File: src/rtl/uart_cmd_rx.sv
// UART receiver and drive-command decoder with link watchdog.
// Define UART_PARITY_EN to receive 8E1 frames instead of 8N1.
module uart_cmd_rx #(
  parameter int unsigned CLKS_PER_BIT = 434,
  parameter int unsigned TIMEOUT_CLKS = 25_000_000
) (
  input  logic       clk,
  input  logic       rst,
  input  logic       uart_in,
  output logic [3:0] move_cmd,
  output logic [3:0] speed_level,
  output logic       cmd_valid,
  output logic       frame_err,
  output logic       cmd_err,
  output logic       link_timeout
);

  localparam int unsigned CntW = $clog2(CLKS_PER_BIT);
  localparam int unsigned WdW  = (TIMEOUT_CLKS > 0) ? $clog2(TIMEOUT_CLKS + 1) : 1;
  localparam logic [CntW-1:0] HalfLast = CntW'(CLKS_PER_BIT / 2 - 1);
  localparam logic [CntW-1:0] BitLast  = CntW'(CLKS_PER_BIT - 1);
  localparam logic [WdW-1:0]  WdMax    = WdW'(TIMEOUT_CLKS);
  localparam logic [3:0]      MoveStop = 4'b1000;

  typedef enum logic [2:0] {
    StIdle,
    StStart,
    StData,
`ifdef UART_PARITY_EN
    StParity,
`endif
    StStop,
    StBreak
  } state_e;

  state_e          state_q, state_d;
  logic [CntW-1:0] cnt_q, cnt_d;
  logic [2:0]      bit_q, bit_d;
  logic [7:0]      shift_q, shift_d;
  logic [3:0]      move_q, move_d;
  logic [3:0]      speed_q, speed_d;
  logic            valid_q, valid_d;
  logic            ferr_q, ferr_d;
  logic            cerr_q, cerr_d;
  logic            to_q, to_d;
  logic [WdW-1:0]  wd_q, wd_d;
  logic            rx_meta_q, rx_q;
  logic            good;

  always_comb begin
    state_d = state_q;
    cnt_d   = cnt_q;
    bit_d   = bit_q;
    shift_d = shift_q;
    move_d  = move_q;
    speed_d = speed_q;
    valid_d = 1'b0;
    ferr_d  = 1'b0;
    cerr_d  = 1'b0;
    to_d    = to_q;
    wd_d    = wd_q;
    good    = 1'b0;

    unique case (state_q)
      StIdle: begin
        cnt_d = '0;
        bit_d = '0;
        if (!rx_q) state_d = StStart;
      end
      StStart: begin
        if (cnt_q == HalfLast) begin
          cnt_d   = '0;
          state_d = rx_q ? StIdle : StData;
        end else begin
          cnt_d = cnt_q + CntW'(1);
        end
      end
      StData: begin
        if (cnt_q == BitLast) begin
          cnt_d   = '0;
          shift_d = {rx_q, shift_q[7:1]};
          bit_d   = bit_q + 3'd1;
          if (bit_q == 3'd7) begin
`ifdef UART_PARITY_EN
            state_d = StParity;
`else
            state_d = StStop;
`endif
          end
        end else begin
          cnt_d = cnt_q + CntW'(1);
        end
      end
`ifdef UART_PARITY_EN
      StParity: begin
        if (cnt_q == BitLast) begin
          cnt_d = '0;
          if ((^shift_q) ^ rx_q) begin
            ferr_d  = 1'b1;
            state_d = StBreak;
          end else begin
            state_d = StStop;
          end
        end else begin
          cnt_d = cnt_q + CntW'(1);
        end
      end
`endif
      StStop: begin
        if (cnt_q == BitLast) begin
          cnt_d = '0;
          if (rx_q) begin
            good    = 1'b1;
            state_d = StIdle;
          end else begin
            ferr_d  = 1'b1;
            state_d = StBreak;
          end
        end else begin
          cnt_d = cnt_q + CntW'(1);
        end
      end
      StBreak: begin
        if (rx_q) state_d = StIdle;
      end
      default: state_d = StIdle;
    endcase

    if (good) begin
      if (shift_q[3:0] <= MoveStop) begin
        move_d  = shift_q[3:0];
        speed_d = shift_q[7:4];
        valid_d = 1'b1;
      end else begin
        cerr_d = 1'b1;
      end
    end

    // A fresh command always beats a watchdog expiry on the same cycle.
    if (TIMEOUT_CLKS > 0) begin
      if (valid_d) begin
        wd_d = '0;
        to_d = 1'b0;
      end else if (wd_q != WdMax) begin
        wd_d = wd_q + WdW'(1);
        if (wd_q == WdMax - WdW'(1)) begin
          move_d  = MoveStop;
          speed_d = 4'd0;
          to_d    = 1'b1;
        end
      end
    end
  end

  always_ff @(posedge clk) begin
    if (rst) begin
      rx_meta_q <= 1'b1;
      rx_q      <= 1'b1;
      state_q   <= StIdle;
      cnt_q     <= '0;
      bit_q     <= '0;
      shift_q   <= '0;
      move_q    <= MoveStop;
      speed_q   <= 4'd0;
      valid_q   <= 1'b0;
      ferr_q    <= 1'b0;
      cerr_q    <= 1'b0;
      to_q      <= 1'b0;
      wd_q      <= '0;
    end else begin
      rx_meta_q <= uart_in;
      rx_q      <= rx_meta_q;
      state_q   <= state_d;
      cnt_q     <= cnt_d;
      bit_q     <= bit_d;
      shift_q   <= shift_d;
      move_q    <= move_d;
      speed_q   <= speed_d;
      valid_q   <= valid_d;
      ferr_q    <= ferr_d;
      cerr_q    <= cerr_d;
      to_q      <= to_d;
      wd_q      <= wd_d;
    end
  end

  assign move_cmd     = move_q;
  assign speed_level  = speed_q;
  assign cmd_valid    = valid_q;
  assign frame_err    = ferr_q;
  assign cmd_err      = cerr_q;
  assign link_timeout = to_q;

endmodule

File: config.mk
export PLATFORM = sky130hd
export DESIGN_NAME = uart_cmd_rx
export DESIGN_NICKNAME = d
export VERILOG_FILES = /design/src/rtl/uart_cmd_rx.sv
export SDC_FILE = /design/constraint.sdc
export NUM_CORES = 1
export LEC_CHECK = 0
export ABC_AREA = 1
export CAP_MARGIN = 5
export CORE_UTILIZATION = 44
export CTS_CLUSTER_SIZE = 24
export DETAILED_ROUTE_END_ITERATION = 8
export PLACE_DENSITY_LB_ADDON = 0.3
export SLEW_MARGIN = 25
export SYNTH_ARGS = -nofsm -noshare
export SYNTH_HDL_FRONTEND = slang
export SYNTH_SLANG_ARGS = --single-unit
File: constraint.sdc
create_clock -name clk -period 3.4 [get_ports clk]
set_input_delay 0.68 -clock clk [delete_from_list [all_inputs] [get_ports clk]]
set_output_delay 0.68 -clock clk [all_outputs]
set_load 0.05 [all_outputs]
### Word level (Yosys, flattened, before mapping)

Cells that the tools add are included.

| storage, ports and cells | value |
|---|---|
| input bits | 3 |
| flip-flop bits (word level) | 62 |

| operators by class | value |
|---|---|
| multiplexer cells | 31 |
| add/sub/neg operators | 3 |
| reduce and logical (&&, ||, !) cells | 11 |
| bitwise logic cells | 3 |
| magnitude comparators | 1 |
| equality and inequality tests | 15 |

Operators with widths:

| operator | count |
|---|---|
| $mux W4 | 10 |
| $pmux W9 S3 | 1 |
| $add A25 B1 Y25 const B | 1 |
| $eq A25 B25 Y1 const B | 1 |
| $ne A25 B25 Y1 const B | 1 |
| $mux W3 | 8 |
| $mux W9 | 2 |
| $pmux W3 S5 | 1 |
| $ne A2 B2 Y1 const B | 6 |
| $add A9 B1 Y9 const B | 1 |
| $eq A9 B8 Y1 const B | 1 |
| $eq A9 B9 Y1 const B | 1 |
| $mux W1 | 7 |
| $eq A3 B2 Y1 const B | 2 |
| $eq A3 B3 Y1 const B | 2 |
| $pmux W3 S2 | 1 |
| $reduce_and A2 Y1 | 3 |
| $reduce_and A6 Y1 | 1 |
| $reduce_or A2 Y1 | 3 |
| $le A4 B4 Y1 const B | 1 |
| $add A3 B1 Y3 const B | 1 |
| $eq A3 B1 Y1 const B | 1 |
| $logic_not A3 Y1 | 1 |
| $not A1 Y1 | 3 |
| 4 further kinds | 4 |

### Logic depth before layout (Yosys ltp)

| depth | value |
|---|---|
| depth after elaboration | 7 |
| depth in mapped cells | 11 |
| depth with buffers taken out | 11 |

### Worst setup path after synthesis

Ideal clock, no wire load.

| timing | value |
|---|---|
| path kind | register -> register |
| start point | register cnt_q[0] |
| end point | register wd_q[24] |
| path buffers | 1 |
| cell stages (with the launch flop) | 10 |
| library setup time | 122 ps |
| period minus slack after synthesis | 1431 ps |
| path slack | 1969 ps |
| required time | 3278 ps |
| data arrival time | 1309 ps |
| cells stage by stage | dfxtp_1 -> ha_1 -> inv_1 -> nor2_1 -> nand2_1 -> nor2_4 -> nand4_4 -> nand2_4 -> buf_6 -> a21oi_1 |

| on the way | value |
|---|---|
| word-level cells in the longest chain between the ends | 5 |

Ends and longest elaborated chain:

| what | RTL line | RTL |
|---|---|---|
| from (decl) | 37 | `logic [CntW-1:0] cnt_q, cnt_d;` |
| from (signal assigned) | 174 | `cnt_q <= cnt_d;` |
| $eq A9 B9 Y1 | 110 | `if (cnt_q == BitLast) begin` |
| $mux W1 | 110 |  |
| $mux W1 | 64 | `unique case (state_q)` |
| $mux W1 | 129 | `if (good) begin` |
| $reduce_or A2 Y1 (no line) | n/a |  |
| to (signal assigned) | 183 | `wd_q <= wd_d;` |
| to (decl) | 46 | `logic [WdW-1:0] wd_q, wd_d;` |

No other way between the ends.
A chain may end at the register's enable or synchronous reset.

### Worst setup path after layout

| timing | value |
|---|---|
| start point | register move_q[3], in the netlist move_cmd[3] |
| end point | output port move_cmd[3] |

RTL lines:

| what | RTL line | RTL |
|---|---|---|
| from (decl) | 40 | `logic [3:0] move_q, move_d;` |
| from (signal assigned) | 163 | `move_q <= MoveStop;` |
| from (signal assigned) | 177 | `move_q <= move_d;` |
| to (decl) | 10 | `output logic [3:0] move_cmd,` |

No word-level cell between the ends.

==> flow_metrics.env <==
export IMPL_outcome="finished clean"
export IMPL_drt_iter0_drc=72
export IMPL_cts_tree="done"
export IMPL_worstPathMaxFanout=2
export IMPL_synth_compound_area_share_pct=10.20
export IMPL_drv_cap=0
export IMPL_finalWirelength_um=6420
export IMPL_max_stage_delay_ps=810
export IMPL_critPathKind="reg2out"
export IMPL_arrival_ps=1510
export IMPL_end_kind="primary output"
export IMPL_firstDrtPassIters=4
export IMPL_grt_overflow_total=0
export IMPL_remaining_drc_errors=0
export IMPL_timing_fmax_mhz=457.6
export IMPL_place_inst=555
export IMPL_cts_num_sinks=62
export IMPL_setup_viol=0
export IMPL_drive_gt1_share_pct=9.474
export IMPL_root_buffer="clkbuf_8"
export IMPL_ff2ff_setup_slack_ps=1640
export IMPL_top_level_ports=15
export IMPL_cpMaxStageDelayCell="clkdlybuf4s50_1"
export IMPL_post_synth_cell_area_avg_um2=6.852
export IMPL_place_hpwl_um=4655
export IMPL_hold_path_class="reg2reg"
export IMPL_port_buffer_count=14
export IMPL_path_clk_slew_ps=70
export IMPL_synthAdderAreaFrac_pct=2.834
export IMPL_fin_nets=480
export IMPL_timing_rr_start="cnt_q[0]$_SDFFE_PP0P_"
export IMPL_rows=30
export IMPL_grt_max_degree=29
export IMPL_cts_resized=0
export IMPL_synth_warnings=0
export IMPL_path_depth=1
export IMPL_grt_pass1_wl_um=11230
export IMPL_r2r_end="move_cmd[2]$_SDFF_PP0_"
export IMPL_dp_slack_ps=1197
export IMPL_finalPower_uw=1783
export IMPL_antenna_found_initial=0
export IMPL_synth_seq_cells=62
export IMPL_post_cts_buffers=0
export IMPL_syn_instance_count=451
export IMPL_synthMuxAreaShare_pct=0
export IMPL_min_from="rx_meta_q$_SDFF_PP1_"
export IMPL_power_density_mw_per_mm2=507.7
export IMPL_fp_dieH_um=85.81
export IMPL_slew_violations=0
export IMPL_fin_crit_ps=2185
export IMPL_setup_slack_ps=1215
export IMPL_syn_area_mm2=0.003090
export IMPL_clockBufferDepth=2
export IMPL_hold_path_end="rx_q$_SDFF_PP1_"
export IMPL_clk_latency_ps=330
export IMPL_syn_nets=461
export IMPL_leakagePower_uw=0.001330
export IMPL_timing_hold_ws_ps=407.8
export IMPL_critPathTopFamily="buffers and inverters"
export IMPL_required_ps=2720
export IMPL_synth_distinct_cells=26
export IMPL_first_global_vias=2620
export IMPL_synth_xor_area_share_pct=1.984
export IMPL_numCtsBuffers=9
export IMPL_final_period_utilization_pct=64.27
export IMPL_die_x_um=85.81
export IMPL_hold_violations=0
export IMPL_drt_antenna_violating_nets=0
export IMPL_start_util_pct=45.49
export IMPL_grt_total_usage_pct=19.36
export IMPL_rsz0062_at_grt="false"
export IMPL_fin_cells=571
export IMPL_ys_seq_area_share_pct=40.16
export IMPL_worstPathCellList="clkdlybuf4s50_1"
export IMPL_reg2reg_depth=8
export IMPL_post_drt_wl_per_cell_um=11.24
export IMPL_syn_to_final_growth_pct=13.64
export IMPL_dieArea_mm2=0.007363
export IMPL_ir_drop_uv=348.4
export IMPL_cts_hold_buf=0
export IMPL_crit_buf_inv=1
export IMPL_vias_per_cell=4.858
export IMPL_clock_skew_ps=5.898
export IMPL_num_vias=2774
export IMPL_n_antenna_cell=0
export IMPL_core_region_area_mm2=0.006794
export IMPL_start_kind="flop"
export IMPL_relSlewSlack_pct=65.59
export IMPL_htree_levels=3
export IMPL_yosys_area_share_simple_pct=36.28
export IMPL_synth_top_family_by_area="simple AND/OR/NAND/NOR gates"
export IMPL_timing_setup_tns_ps=0
export IMPL_hold_depth=1
export IMPL_worst_pin_slew_ps=514.5
export IMPL_routabilityCongestion=0.8458
[Yosys cell counts (all sizes together)]
cell	number	share of area, %
a21oi	37	6.0
buf	5	1.4
clkbuf	3	0.36
clkinv	1	0.12
dfxtp	62	40
ha	7	2.8
inv	55	6.7
nand2	116	15
nand3	32	5.3
nand4	6	1.7
nor2	70	10
nor3	16	2.6
o21ai	26	4.2
or2	8	1.6
xnor2	1	0.28
xor2	6	1.7
[flip-flops by register name, indices dropped and copies added (netlist names)]
name	cells
move_cmd	4
rx_q	1
cmd_err	1
rx_meta_q	1
shift_q	8
wd_q	25
link_timeout	1
bit_q	3
frame_err	1
state_q	3
speed_level	4
cmd_valid	1
cnt_q	9
[power breakdown]
group          internal (µW)  switching, µW  leakage [µW]
logic                    105            221      0.000723
registers                755           53.0      0.000501
clock network            375            274      0.000106
[metal layers]
layer / global-route usage [%] / part of all wire [%] / wire, µm
met5: 0 / 0 / 0
met4: 9.394 / 2.2 / 143
met3: 5.101 / 3.9 / 253
met2: 33.16 / 47 / 3043
met1: 22.46 / 46 / 2981
[cell type report]
class,count,area [µm²]
tap,96,120.1
clock buffer,12,155.1
clock inverter,4,45.04
sequential,62,1241
timing repair buffer,16,155.1
multi-input combinational,325,1585
inverter,56,210.2
fill,708,3282
[cell families (layout without fill, tap and decap cells)]
| logic type | after synthesis | in the layout |
|---|---|---|
| compound gates | 63 | 63 |
| buf+inv | 64 | 88 |
| simple gates | 248 | 248 |
| fa+ha+maj | 7 | 7 |
| xor+xnor | 7 | 7 |
| flops | 62 | 62 |
[worst max-delay path by stage]
stage	slack, ps	start	to
3_5_place_dp	1200	rst	wd_q[20]$_SDFFE_PP0N_
2_1_floorplan	1970	cnt_q[0]$_SDFFE_PP0P_	wd_q[24]$_SDFFE_PP0N_
4_1_cts	1180	speed_level[3]$_SDFF_PP0_	speed_level[3]
5_1_grt	1160	speed_level[3]$_SDFF_PP0_	speed_level[3]
3_3_place_gp	1230	rst	wd_q[20]$_SDFFE_PP0N_
6_report	1210	move_cmd[3]$_SDFF_PP1_	move_cmd[3]
[stage by stage]
| step | util [%] | instance area (µm²) |
|---|---|---|
| after floorplan | - | 3090 |
| after global placement | 48.75 | 3312 |
| after detailed placement | 48.75 | 3312 |
| after CTS | 51.69 | 3512 |
| after global routing | 51.69 | 3512 |
| final | 51.69 | 3512 |
[placed cells by master (no fill, tap or decap), types with 2 or more instances in the layout]
| master | n |
|---|---|
| o21ai_0 | 26 |
| clkdlybuf4s50_1 | 14 |
| dfxtp_1 | 62 |
| inv_1 | 51 |
| or2_0 | 2 |
| clkinv_2 | 3 |
| nor2_1 | 58 |
| a21oi_1 | 37 |
| nand2_2 | 3 |
| xor2_1 | 6 |
| nor2_4 | 6 |
| clkbuf_8 | 11 |
| buf_4 | 2 |
| nand2_1 | 112 |
| nor2_2 | 6 |
| nor3_1 | 16 |
| inv_2 | 4 |
| nand3_1 | 31 |
| ha_1 | 7 |
| nand4_1 | 5 |
| or2_2 | 6 |
(Power assumes the default switching activity.)
